===== config.mk =====
export PLATFORM = sky130hd
export DESIGN_NAME = frame_rr_arbiter
export DESIGN_NICKNAME = d
export VERILOG_FILES = /design/src/rtl/frame_rr_arbiter.sv
export SDC_FILE = /design/constraint.sdc
export NUM_CORES = 1
export LEC_CHECK = 0
export ABC_AREA = 1
export BUFFER_PORTS_ARGS = -buffer_cell sky130_fd_sc_hd__buf_2
export CAP_MARGIN = 20
export CORE_MARGIN = 2
export CORE_UTILIZATION = 50
export DETAILED_ROUTE_END_ITERATION = 10
export PLACE_DENSITY_LB_ADDON = 0.1
export SETUP_SLACK_MARGIN = 0.4
export SLEW_MARGIN = 20
export SYNTH_ARGS = -nofsm -noshare
export SYNTH_HDL_FRONTEND = slang
export SYNTH_SLANG_ARGS = --single-unit

===== constraint.sdc =====
create_clock -name clk -period 4.1 [get_ports clk]
set_input_delay 0.41 -clock clk [delete_from_list [all_inputs] [get_ports clk]]
set_output_delay 0.41 -clock clk [all_outputs]
set_load 0.05 [all_outputs]

===== src/rtl/frame_rr_arbiter.sv =====
// Frame-granular round-robin arbiter: merges NUM_SRC AXI-Stream sources onto one
// output, holding each grant for a whole frame and inserting idle gap cycles after it.
module frame_rr_arbiter #(
  parameter int DATA_WIDTH = 32,
  parameter int BYTE_NUM   = DATA_WIDTH / 8,
  parameter int NUM_SRC    = 3
) (
  input  logic                          clk,
  input  logic                          rst_n,
  input  logic [NUM_SRC*DATA_WIDTH-1:0] s_axis_tdata,
  input  logic [NUM_SRC*BYTE_NUM-1:0]   s_axis_tkeep,
  input  logic [NUM_SRC-1:0]            s_axis_tvalid,
  input  logic [NUM_SRC-1:0]            s_axis_tlast,
  output logic [NUM_SRC-1:0]            s_axis_tready,
  input  logic [NUM_SRC*DATA_WIDTH-1:0] s_length,
  input  logic [7:0]                    gap_cycles,
  output logic [DATA_WIDTH-1:0]         m_axis_tdata,
  output logic [BYTE_NUM-1:0]           m_axis_tkeep,
  output logic                          m_axis_tvalid,
  output logic                          m_axis_tlast,
  input  logic                          m_axis_tready,
  output logic [DATA_WIDTH-1:0]         m_length,
  output logic [NUM_SRC-1:0]            grant,
  output logic                          frame_done,
  output logic                          len_err
);

  localparam int IW = (NUM_SRC > 1) ? $clog2(NUM_SRC) : 1;
  localparam int LW = DATA_WIDTH + 1;
  localparam int CW = (LW > 16) ? LW : 16;

  typedef enum logic [1:0] {
    IDLE = 2'd0,
    SEND = 2'd1,
    GAP  = 2'd2
  } state_t;

  function automatic logic [15:0] sat_inc16(input logic [15:0] v);
    return (v == 16'hFFFF) ? v : v + 16'd1;
  endfunction

  // Extra headroom bit keeps the round-up add from wrapping on huge lengths.
  function automatic logic [LW-1:0] exp_beats(input logic [DATA_WIDTH-1:0] len);
    logic [LW-1:0] b;
    b = ({1'b0, len} + LW'(BYTE_NUM - 1)) / LW'(BYTE_NUM);
    return (b == '0) ? LW'(1) : b;
  endfunction

  state_t                 state_q, state_d;
  logic [NUM_SRC-1:0]     grant_q, grant_d;
  logic [IW-1:0]          gidx_q, gidx_d;
  logic [IW-1:0]          last_grant_q, last_grant_d;
  logic [15:0]            beat_cnt_q, beat_cnt_d;
  logic [7:0]             gap_cnt_q, gap_cnt_d;
  logic [DATA_WIDTH-1:0]  m_length_q, m_length_d;
  logic [LW-1:0]          exp_q, exp_d;
  logic                   frame_done_q, frame_done_d;
  logic                   len_err_q, len_err_d;

  logic [DATA_WIDTH-1:0]  src_data [NUM_SRC];
  logic [BYTE_NUM-1:0]    src_keep [NUM_SRC];
  logic [DATA_WIDTH-1:0]  src_len  [NUM_SRC];

  logic                   pick_found;
  logic [IW-1:0]          pick_idx;
  logic [IW-1:0]          cand_idx;
  int                     cand;
  logic                   hs;

  always_comb begin
    for (int i = 0; i < NUM_SRC; i++) begin
      src_data[i] = s_axis_tdata[i*DATA_WIDTH +: DATA_WIDTH];
      src_keep[i] = s_axis_tkeep[i*BYTE_NUM +: BYTE_NUM];
      src_len[i]  = s_length[i*DATA_WIDTH +: DATA_WIDTH];
    end
  end

  // Rotating priority: search upward from the source after the last owner.
  always_comb begin
    pick_found = 1'b0;
    pick_idx   = '0;
    cand       = 0;
    cand_idx   = '0;
    for (int k = 0; k < NUM_SRC; k++) begin
      cand     = (int'(last_grant_q) + 1 + k) % NUM_SRC;
      cand_idx = IW'(cand);
      if (!pick_found && s_axis_tvalid[cand_idx]) begin
        pick_found = 1'b1;
        pick_idx   = cand_idx;
      end
    end
  end

  assign hs = (state_q == SEND) && s_axis_tvalid[gidx_q] && m_axis_tready;

  always_comb begin
    state_d      = state_q;
    grant_d      = grant_q;
    gidx_d       = gidx_q;
    last_grant_d = last_grant_q;
    beat_cnt_d   = beat_cnt_q;
    gap_cnt_d    = gap_cnt_q;
    m_length_d   = m_length_q;
    exp_d        = exp_q;
    frame_done_d = 1'b0;
    len_err_d    = 1'b0;

    case (state_q)
      IDLE: begin
        if (pick_found) begin
          state_d    = SEND;
          grant_d    = NUM_SRC'(1) << pick_idx;
          gidx_d     = pick_idx;
          m_length_d = src_len[pick_idx];
          exp_d      = exp_beats(src_len[pick_idx]);
          beat_cnt_d = '0;
        end
      end
      SEND: begin
        if (hs) begin
          beat_cnt_d = sat_inc16(beat_cnt_q);
          if (s_axis_tlast[gidx_q]) begin
            frame_done_d = 1'b1;
            len_err_d    = (CW'(sat_inc16(beat_cnt_q)) != CW'(exp_q));
            last_grant_d = gidx_q;
            grant_d      = '0;
            gap_cnt_d    = gap_cycles;
            state_d      = (gap_cycles != 8'd0) ? GAP : IDLE;
          end
        end
      end
      GAP: begin
        if (gap_cnt_q <= 8'd1) begin
          gap_cnt_d = '0;
          state_d   = IDLE;
        end else begin
          gap_cnt_d = gap_cnt_q - 8'd1;
        end
      end
      default: state_d = IDLE;
    endcase
  end

  always_ff @(posedge clk) begin
    if (!rst_n) begin
      state_q      <= IDLE;
      grant_q      <= '0;
      gidx_q       <= '0;
      last_grant_q <= IW'(NUM_SRC - 1);
      beat_cnt_q   <= '0;
      gap_cnt_q    <= '0;
      m_length_q   <= '0;
      exp_q        <= '0;
      frame_done_q <= 1'b0;
      len_err_q    <= 1'b0;
    end else begin
      state_q      <= state_d;
      grant_q      <= grant_d;
      gidx_q       <= gidx_d;
      last_grant_q <= last_grant_d;
      beat_cnt_q   <= beat_cnt_d;
      gap_cnt_q    <= gap_cnt_d;
      m_length_q   <= m_length_d;
      exp_q        <= exp_d;
      frame_done_q <= frame_done_d;
      len_err_q    <= len_err_d;
    end
  end

  // Output path is a pure mux on the granted source; nothing leaks outside SEND.
  always_comb begin
    m_axis_tdata  = '0;
    m_axis_tkeep  = '0;
    m_axis_tvalid = 1'b0;
    m_axis_tlast  = 1'b0;
    s_axis_tready = '0;
    if (state_q == SEND) begin
      m_axis_tdata          = src_data[gidx_q];
      m_axis_tkeep          = src_keep[gidx_q];
      m_axis_tvalid         = s_axis_tvalid[gidx_q];
      m_axis_tlast          = s_axis_tlast[gidx_q];
      s_axis_tready[gidx_q] = m_axis_tready;
    end
  end

  assign grant      = grant_q;
  assign m_length   = m_length_q;
  assign frame_done = frame_done_q;
  assign len_err    = len_err_q;

endmodule


==> results.json <==
{
  "rsz0062_at_grt": "false",
  "ys_ff_latch": 98,
  "fp.dieH_um": 128.4,
  "grt_pass1_wl_um": 43300,
  "wire_per_inst_um": 15.48,
  "antenna_cells": 0,
  "slew_headroom_pct": 39.48,
  "crit_top_cell": "nand2_1",
  "via_count": 9618,
  "drc": 0,
  "clk_pin_slew_ns": 0.08,
  "place.gp.congestion": 1.052,
  "cp.required_ns": 4.39,
  "drt_wl_total_um": 27950,
  "finish.net_count": 1841,
  "arrival_ns": 3.79,
  "ys_types": 43,
  "grt_use_met2_pct": 58.67,
  "grt_max_degree": 98,
  "yosys_warnings": 0,
  "drt-initial-drc-count": 790,
  "hpwl_um": 21440,
  "cts_buffer_depth": 2,
  "core_um2": 15150,
  "period_share_pct": 85.36,
  "critPathSlowestCell": "dfxtp_1",
  "port_buffers": 298,
  "post-route-min-period_ns": 3.500,
  "ctsHoldBuffers": 0,
  "slew_violations": 0,
  "hold_viol": 0,
  "area_growth_pct": 28.12,
  "tns_ns": 0,
  "p_leak_nw": 5.347,
  "clk_latency_ns": 0.36,
  "use_met3_pct": 7.193,
  "min_path_type": "in -> reg",
  "start_util_pct": 51.11,
  "cpPeakStageDelay_ns": 0.37,
  "cts_buffers": 9,
  "dieArea_um2": 16490,
  "synth.net_count": 1567,
  "grt_usage_pct": 32.92,
  "r2r_slack_ns": 0.60,
  "avgSynthCellArea_um2": 5.781,
  "peakVddDrop_v": 0.0005328,
  "syn-cell-area_um2": 7741,
  "synth_ff_type": "dfxtp_1",
  "grt_util_met1_pct": 37.90,
  "viasPerCell": 5.326,
  "instances_no_fill": 1806,
  "async_flop_share_pct": 0,
  "clockRootBuffer": "clkbuf_16",
  "grt-ovfl-total": 0,
  "antenna_found_initial": 0,
  "dp.cells": 1780,
  "clock.fmax_mhz": 285.7,
  "drt_pass1_iterations": 7,
  "cts_sinks": 98,
  "setup-violations-final": 0,
  "ant_nets": 0,
  "h-tree-depth": 3,
  "worstSetupPathType": "reg -> reg",
  "worst_pin_slew_ns": 0.9065,
  "die_w_um": 128.4,
  "synth_cells": 1339,
  "skew_ns": 0.007043,
  "cap_violations": 0,
  "status": "finished, final reports clean",
  "worst-path-max-fanout": 31,
  "cts_tree": "built",
  "grt_pass1_vias": 8841,
  "ys_seq_area_share_pct": 25.34,
  "drive_gt1_share_pct": 25.83,
  "startpoint_type": "register",
  "grt_busiest_layer": "met2",
  "power_density_nw_per_um2": 724.3,
  "endpoint_kind": "register",
  "pin_count": 299,
  "rows": 45,
  "synth_edf_count": 0
}
==> through the flow <==
| stage | instance area, um^2 | hold slack, ns | setup WS, ns | power [mW] | util, % |
|---|---|---|---|---|---|
| global placement | 9285 | 0.4549 | 0.3566 | 5.961 | 61.31 |
| detailed placement | 9285 | 0.4553 | 0.2653 | 5.989 | 61.31 |
| finish | 9918 | 0.3301 | 0.6004 | 7.184 | 65.49 |
| global route | 9918 | 0.3532 | 0.3475 | 7.715 | 65.49 |
| CTS | 9651 | 0.3234 | 0.4165 | 6.957 | 63.72 |
| floorplan | 7741 | 0.4450 | 1.110 | 4.882 | - |
==> sequential cells by signal, summed over array words and instances (netlist names) <==
register and cells:
m_length 32, frame_done 1, len_err 1, exp_q 31
state_q 2, grant 3, beat_cnt_q 16, gap_cnt_q 8
last_grant_q 2, gidx_q 2
==> logic make-up (layout without fill, tap and decap cells) <==
family	count (synthesis)	count (layout)	synth area share, %
and+or+nand+nor	823	825	47.36
buffers and inverters	219	496	11.73
AOI/OAI and AO/OA	166	166	11.49
DFF	98	98	25.34
xor gates and xnor gates	26	26	2.942
adders and majority gates	7	7	1.131
==> cell type report <==
class	count	area (um^2)
inverter	162	620.6
clock inverter	6	83.83
fill	1499	5228
tap	188	235.2
sequential	98	1963
clock buffer	10	239.0
timing repair buffer	318	1704
multi-input combinational	1024	5072
==> final timing paths <==
path,start,to,cells past startpoint
worst max-delay path,last_grant_q[0],exp_q[0],25
worst min-delay path,gap_cycles[2],gap_cnt_q[2],3
worst max register to register,last_grant_q[0],exp_q[0],25
worst min register to register,exp_q[3],exp_q[3],2
==> repair_timing <==
item                                   CTS  global route
gates cloned                             1             2
setup endpoints to repair                1            20
endpoints found under the hold margin    0             0
buffers inserted                         0             7
pin swaps                                1             4
gates resized for setup                  6            38
==> critical path: cells and delay by family (launching register included) <==
kind,cells,cell delay [ns]
flip-flops,1,0.37
buffers and inverters,4,0.44
AND/OR/NAND/NOR,19,2.19
AO/OA/AOI/OAI,1,0.10
adder cells (fa/ha/maj),1,0.31
==> cell usage after synthesis (all sizes together), types with 2 or more instances <==
master	n	area, um^2
or2	7	43.80
clkbuf	32	120.1
nor3	14	70.07
a21oi	93	469.2
o211ai	3	22.52
nor4	7	43.79
o21ai	50	250.2
nand4	16	106.4
a211oi	6	45.04
buf	25	177.7
nand3b	31	232.7
nand3	154	858.3
nand2	475	1795
dfxtp	98	1962
xnor2	7	61.31
xor2	19	166.4
ha	7	87.58
a221oi	4	35.03
nor2	118	506.7
inv	161	606.8
a31oi	2	12.51
o22ai	5	31.28
==> report_power, final <==
part	switching [mW]	internal, mW	total, mW
clock network	0.413	0.504	0.917
registers	0.148	1.22	1.36
logic	3.56	1.35	4.90
total	4.12	3.07	7.18
==> metal layers <==
layer | part of all wire, % | wire, um | up-vias
met3 | 8.4 | 2342 | 84
met1 | 40 | 11090 | 4251
li1 | - | - | 4842
met4 | 4.4 | 1226 | 0
met5 | 0 | 0 | -
met2 | 48 | 13290 | 441
==> placed cells by master (no fill, tap or decap), types with 13 or more instances in the layout <==
master	instances
nand2_1	470
buf_2	298
inv_1	147
nand3_1	132
dfxtp_1	97
a21oi_1	92
nor2_1	88
o21ai_0	47
nand3b_1	31
nand3_2	19
xor2_1	19
nor2_2	17
nand4_1	15
nor3_1	14
buf_4	14
inv_2	13
(Power assumes the default switching activity.)
